**src/rtl/sram_to_sram_like_bridge.sv**
```systemverilog
// Bridge from a pipeline SRAM-style port to the SRAM-like bus (cache / AXI-bridge side).
// Handles read and optional write accesses, and a flush that abandons or drains an access.
module sram_to_sram_like_bridge #(
  parameter int unsigned ADDR_W   = 32,
  parameter int unsigned WRITE_EN = 1
) (
  input  logic              clk,
  input  logic              resetn,
  // Pipeline side
  input  logic              sram_en,
  input  logic [3:0]        sram_wen,
  input  logic [ADDR_W-1:0] sram_addr,
  input  logic [31:0]       sram_wdata,
  output logic [31:0]       sram_rdata,
  output logic              stall,
  input  logic              all_stall,
  input  logic              flush,
  // SRAM-like side
  output logic              req,
  output logic              wr,
  output logic [1:0]        size,
  output logic [ADDR_W-1:0] addr,
  output logic [31:0]       wdata,
  input  logic              addr_ok,
  input  logic              data_ok,
  input  logic [31:0]       rdata
);

  typedef enum logic [1:0] {
    StIdle  = 2'd0,
    StData  = 2'd1,
    StDone  = 2'd2,
    StDrain = 2'd3
  } state_e;

  state_e      state_q, state_d;
  logic [31:0] rdata_q, rdata_d;
  logic        wr_q, wr_d;

  logic        is_wr;
  logic [1:0]  wr_addr_lo;
  logic [1:0]  wr_size;

  assign is_wr = (WRITE_EN != 0) && (sram_wen != 4'b0000);

  // Byte-enable pattern to sub-word address offset and transfer size.
  always_comb begin
    wr_addr_lo = 2'b00;
    wr_size    = 2'd2;
    case (sram_wen)
      4'b0001: begin wr_addr_lo = 2'b00; wr_size = 2'd0; end
      4'b0010: begin wr_addr_lo = 2'b01; wr_size = 2'd0; end
      4'b0100: begin wr_addr_lo = 2'b10; wr_size = 2'd0; end
      4'b1000: begin wr_addr_lo = 2'b11; wr_size = 2'd0; end
      4'b0011: begin wr_addr_lo = 2'b00; wr_size = 2'd1; end
      4'b1100: begin wr_addr_lo = 2'b10; wr_size = 2'd1; end
      default: begin wr_addr_lo = 2'b00; wr_size = 2'd2; end
    endcase
  end

  assign wr    = is_wr;
  assign size  = is_wr ? wr_size : 2'd2;
  assign addr  = is_wr ? {sram_addr[ADDR_W-1:2], wr_addr_lo} : sram_addr;
  assign wdata = sram_wdata;

  // Gated by reset so nothing reaches the bus or pipeline while held in reset.
  assign req   = resetn & (state_q == StIdle) & sram_en & ~flush;
  assign stall = resetn & ((sram_en & ~flush & (state_q != StDone)) | (state_q == StDrain));

  assign sram_rdata = rdata_q;

  always_comb begin
    state_d = state_q;
    rdata_d = rdata_q;
    wr_d    = wr_q;
    unique case (state_q)
      StIdle: begin
        if (req && addr_ok) begin
          wr_d = is_wr;
          if (data_ok) begin
            state_d = StDone;
            if (!is_wr) rdata_d = rdata;
          end else begin
            state_d = StData;
          end
        end
      end
      StData: begin
        if (data_ok && flush) begin
          state_d = StIdle;
        end else if (data_ok) begin
          state_d = StDone;
          if (!wr_q) rdata_d = rdata;
        end else if (flush) begin
          state_d = StDrain;
        end
      end
      StDone: begin
        // data_ok here is a protocol error and is deliberately ignored.
        if (flush || !all_stall) state_d = StIdle;
      end
      StDrain: begin
        if (data_ok) state_d = StIdle;
      end
      default: state_d = StIdle;
    endcase
  end

  always_ff @(posedge clk or negedge resetn) begin
    if (!resetn) begin
      state_q <= StIdle;
      rdata_q <= 32'h0;
      wr_q    <= 1'b0;
    end else begin
      state_q <= state_d;
      rdata_q <= rdata_d;
      wr_q    <= wr_d;
    end
  end

endmodule

```
**config.mk**
```make
export PLATFORM = sky130hd
export DESIGN_NAME = sram_to_sram_like_bridge
export DESIGN_NICKNAME = d
export VERILOG_FILES = /design/src/rtl/sram_to_sram_like_bridge.sv
export SDC_FILE = /design/constraint.sdc
export NUM_CORES = 1
export LEC_CHECK = 0
export BUFFER_PORTS_ARGS = -buffer_cell sky130_fd_sc_hd__buf_2
export CAP_MARGIN = 30
export CORE_UTILIZATION = 32
export CTS_CLUSTER_DIAMETER = 100
export CTS_CLUSTER_SIZE = 12
export DETAILED_ROUTE_END_ITERATION = 8
export PLACE_DENSITY = 0.86
export SLEW_MARGIN = 20
export SYNTH_ARGS = -nofsm -noshare
export SYNTH_HDL_FRONTEND = slang
export SYNTH_SLANG_ARGS = --single-unit
```
**constraint.sdc**
```tcl
create_clock -name clk -period 1.67 [get_ports clk]
set_clock_uncertainty 0.15 [all_clocks]
set_input_delay 0 -clock clk [delete_from_list [all_inputs] [get_ports clk]]
set_output_delay 0 -clock clk [all_outputs]
set_load 0.01 [all_outputs]
```
# Word level (Yosys, flattened, before mapping)
# Index checks and enable logic that the tools add are counted.
[classes]
mux = 19
n_reduce_logical = 13
eq_ne = 19
bitwise_logic = 8
[op_table]
columns = ["operator", "count"]
rows = [
  ["32-bit 2-to-1 mux", 6],
  ["32-bit one-hot mux with 2 select lines", 1],
  ["2-bit 2-to-1 mux", 9],
  ["2-bit inequality test (second input constant)", 8],
  ["4-bit by 2-bit equality test with 1-bit output (second input constant)", 2],
  ["4-bit equality test (second input constant)", 2],
  ["2-bit one-hot mux with 4 select lines", 1],
  ["7-bit AND reduction", 1],
  ["1-bit bitwise AND", 6],
  ["2-bit one-hot mux with 3 select lines", 1],
  ["2-bit equality test (second input constant)", 2],
  ["4-bit by 1-bit equality test with 1-bit output (second input constant)", 1],
  ["4-bit by 3-bit equality test with 1-bit output (second input constant)", 1],
  ["4-bit inequality test (second input constant)", 1],
  ["2-bit one-hot mux with 2 select lines", 1],
  ["4-bit AND reduction", 1],
  ["4-bit nonzero test", 1],
  ["2-bit OR reduction", 2],
  ["4-bit OR reduction", 1],
  ["2-bit by 1-bit equality test with 1-bit output (second input constant)", 1],
  ["1-bit logical AND", 2],
  ["2-bit logical NOT", 1],
  ["2-bit by 1-bit inequality test with 1-bit output (second input constant)", 1],
  ["2-bit AND reduction", 1],
  ["5 further kinds", 5],
]
[word_totals]
register_bits = 35
out_inout_bits = 101
wordCells = 62

# Longest topological paths before layout
[logic_depth]
word_depth = 7
ltp_mapped = 5

# Worst setup path after synthesis
# OpenSTA, ideal clock, no wires.
[synth_timing]
path_type = "reg-to-reg"
start = "reg state_q[0]"
end = "reg rdata_q[0], in the netlist sram_rdata[0]"
setup_slack_ns = -0.052
path_buffers = 1
required_time_ns = 1.395
path_stages_with_launch = 6
setup_time_ns = 0.125
t_arrival_ns = 1.447
path_cell_list = "dfrtp_1 -> inv_1 -> nor4_1 -> o21ai_2 -> buf_6 -> mux2_4"
[synth_between]
elab_chain_len = 7
elab_cells_between_ends = 15
[synth_lines]
columns = ["item", "line_no", "text"]
rows = [
  ["start, declared", "36", "state_e state_q, state_d;"],
  ["start signal, assigned", "111", "state_q <= StIdle;"],
  ["start signal, assigned", "115", "state_q <= state_d;"],
  ["2-bit logical NOT", "67, 76", ""],
  ["1-bit bitwise AND (3 in a row)", "67", "assign req = resetn & (state_q == StIdle) & sram_en & ~flush;"],
  ["1-bit logical AND", "78", "if (req && addr_ok) begin"],
  ["2-bit by 1-bit inequality test with 1-bit output (no source line)", "-", ""],
  ["7-bit AND reduction (no source line)", "-", ""],
  ["end signal, assigned", "116", "rdata_q <= rdata_d;"],
  ["end, declared", "37", "logic [31:0] rdata_q, rdata_d;"],
]
# Parallel ways exist; a longest one is shown, timed or not.
# A chain may end at the register's enable or synchronous reset.

# Worst setup path in the final report
[layout_timing]
start = "reg state_q[0]"
end = "reg rdata_q[26], in the netlist sram_rdata[26]"
# Same word-level chain as after synthesis.

==> results.yml <==
global_route:
  grt_max_degree: 38
  grt_pass1_wl_mm: 7.73
  grt_pass1_vias: 1653
  antenna_found_initial: 0
  grt_remaining_overflow: 0
  grt_use_total_pct: 15.6
synthesis:
  yosysSeqAreaShare_pct: 42.6
  ys_ff_latch: 35
  netlist.area_leader.share_pct: 42.6
  yosys.area.top_type: "dfrtp_1"
  avgSynthCellArea_sq_um: 12.6
  synth.distinct_cells: 26
  syn_inst: 163
  synth_nets: 270
  yosys_warnings: 0
  synth_area_leaders: "dfrtp_1, buf_4, mux2_4"
  syn-cell-area_sq_um: 2060
floorplan:
  die_w_um: 82.2
  die_h_um: 82.2
  row_count: 28
  die_area_sq_um: 6750
  initial_core_util_pct: 33.9
  io_pins: 208
  core_sq_um: 6060
detailed_routing:
  ant_nets: 0
  routed_via_density: 4.45
  dr.pass1.iters: 4
  drc: 0
  wirelength_mm: 5.82
  drt_iter0_drc: 19
  routedWlPerCell_um: 15.2
  vias: 1699
worst_hold_path:
  worstHoldStart: "flush"
  hp-class: "input port to register"
  min_path_cells: 3
power:
  powerDensity_nw_per_um2: 855
  peakVddDrop_v: 0.000720
  total_leakage_power_nw: 1.78
  power_w: 0.00295
layout:
  nets: 413
  final_cell_mix: "dlygate4sd3_1, buf_2, dfrtp_1"
  fill_cells: 467
  antenna_cells: 0
  design_area_sq_um: 3450
  syn2layout_area_growth_pct: 67.9
  stdcell_count: 382
  mostFrequentLayoutCell: "dlygate4sd3_1"
  post-route-util_pct: 57.0
  final_layout_size_suffix_gt1_share_pct: 50.8
sta:
  finalHoldViolCount: 0
  fin_crit_sh_pct: 103
  finalCriticalPeriod_ns: 1.72
  slew_viol_final: 0
  setup_ws_ns: -0.0543
  tns_ns: -1.24
  slew_headroom_pct: 75.2
  setup_viol: 32
  rsz0062_at_grt: "yes"
  tightest_slew_ns: 0.363
  max_freq_ghz: 0.580
critical_path:
  cp_max_fo: 10
  crit_start: "state_q[0]$_DFFE_PN0P_"
  start_kind: "register"
  worst-setup-path-type: "register to register"
  worstPathArrival_ns: 1.74
  worstReg2RegStart: "state_q[0]$_DFFE_PN0P_"
  reg2reg_depth: 6
  critical_path_required_ns: 1.68
  end_kind: "register"
run_status:
  violations: "setup timing"
  outcome: "finished with violations"
place:
  dpl.hpwl_mm: 3.12
  place_area_sq_um: 2210
  dp.cells: 270
  port_buffers: 83
  gp_congestion: 0.710
clocking:
  htreeDepth: 2
  cts_tree: "built"
  cts_buffers: 5
  cts-root-buf: "clkbuf_8"
  cts.sinks: 35
  clk_path_buf_depth: 2
  path_clk_slew_ns: 0.08
  clock_latency_ns: 0.28
flow_run:
  maxCapViolCount: 0
==> power breakdown <==
group / switching [W] / total, W / internal (W)
combinational: 0.000389 / 0.00100 / 0.000610
sequential: 0.000116 / 0.00116 / 0.00104
clock: 0.000308 / 0.000791 / 0.000483
total: 0.000814 / 0.00295 / 0.00214
==> cells by family (layout without fill, tap and decap cells) <==
family | count (synthesis) | in the layout | share of synthesized area [%]
AOI/OAI and AO/OA | 8 | 8 | 2.74
muxes | 34 | 34 | 24.1
buffers and inverters | 66 | 210 | 24.5
and+or+nand+nor | 19 | 19 | 5.66
DFF | 35 | 35 | 42.6
xor gates and xnor gates | 1 | 1 | 0.426
==> area by class of cell <==
type	instances	area [sq um]	area share [%]
multi-input combinational	62	728	21.1
timing repair buffer	201	1630	47.3
inverter	1	3.75	0.109
clock inverter	2	35.0	1.01
sequential	35	877	25.4
tap	75	93.8	2.72
clock buffer	6	82.6	2.39
==> timing repair <==
| item | in CTS | in global routing |
|---|---|---|
| hold endpoints to repair | 132 | 0 |
| cloned | 1 | 1 |
| resized for setup | 6 | 7 |
| setup endpoints to repair | 32 | 34 |
| pin swaps | 0 | 2 |
| hold buffers | 99 | 0 |
| setup buffers | 0 | 4 |
==> worst max-delay path, stage by stage (launching register included) <==
cell and delay, ns:
dfrtp_2 0.40, inv_2 0.06, nor4_4 0.31, o21ai_4 0.08, buf_12 0.14, buf_16 0.15
mux2_4 0.30
==> through the flow <==
stage	setup WS, ns	hold WS (ns)
6_report	-0.0543	0.0305
5_1_grt	-0.0806	0.0369
4_1_cts	-0.0322	0.00769
3_5_place_dp	-0.127	-0.150
3_3_place_gp	-0.111	-0.150
2_1_floorplan	0.00365	-0.446
==> cells in the mapped netlist <==
library cell	n
nor2b_1	1
a31o_2	1
o21ai_2	1
nor2_1	6
xnor2_1	1
nor3_2	1
mux2_2	4
o31a_1	1
mux2_4	30
and4b_1	1
nor4_1	1
buf_4	62
nor3b_1	1
o21ai_0	2
nor3_1	2
or4_4	1
a21oi_1	1
nand2_1	1
o22ai_1	1
nand4b_1	1
inv_1	1
a2111oi_0	1
nand2b_1	2
and3_2	1
buf_6	3
dfrtp_1	35
==> path summary, 6_finish.rpt <==
path / end / slack (ns)
worst min register to register: sram_rdata[27]$_DFFE_PN0P_ / 0.36
max in group asynchronous: state_q[0]$_DFFE_PN0P_ / 0.93
worst min-delay path: state_q[1]$_DFFE_PN0P_ / 0.03
worst max register to register: sram_rdata[26]$_DFFE_PN0P_ / -0.05
worst max-delay path: sram_rdata[26]$_DFFE_PN0P_ / -0.05
min in group asynchronous: sram_rdata[6]$_DFFE_PN0P_ / 0.17
==> flip-flops by register name, summed over array words and instances (netlist names) <==
signal,flops
sram_rdata,32
state_q,2
wr_q,1
==> routing by layer <==
| metal | share of wire (%) | track usage, % | vias to the layer above | wire length [um] |
|---|---|---|---|---|
| met5 | 0 | 0 | - | 0 |
| met4 | 1.3 | 5.79 | 0 | 74 |
| met3 | 7.4 | 3.30 | 6 | 429 |
| met2 | 56 | 31.7 | 119 | 3280 |
| met1 | 35 | 15.0 | 797 | 2030 |
| li1 | - | - | 777 | - |
Power figures use the tool's default switching activity.
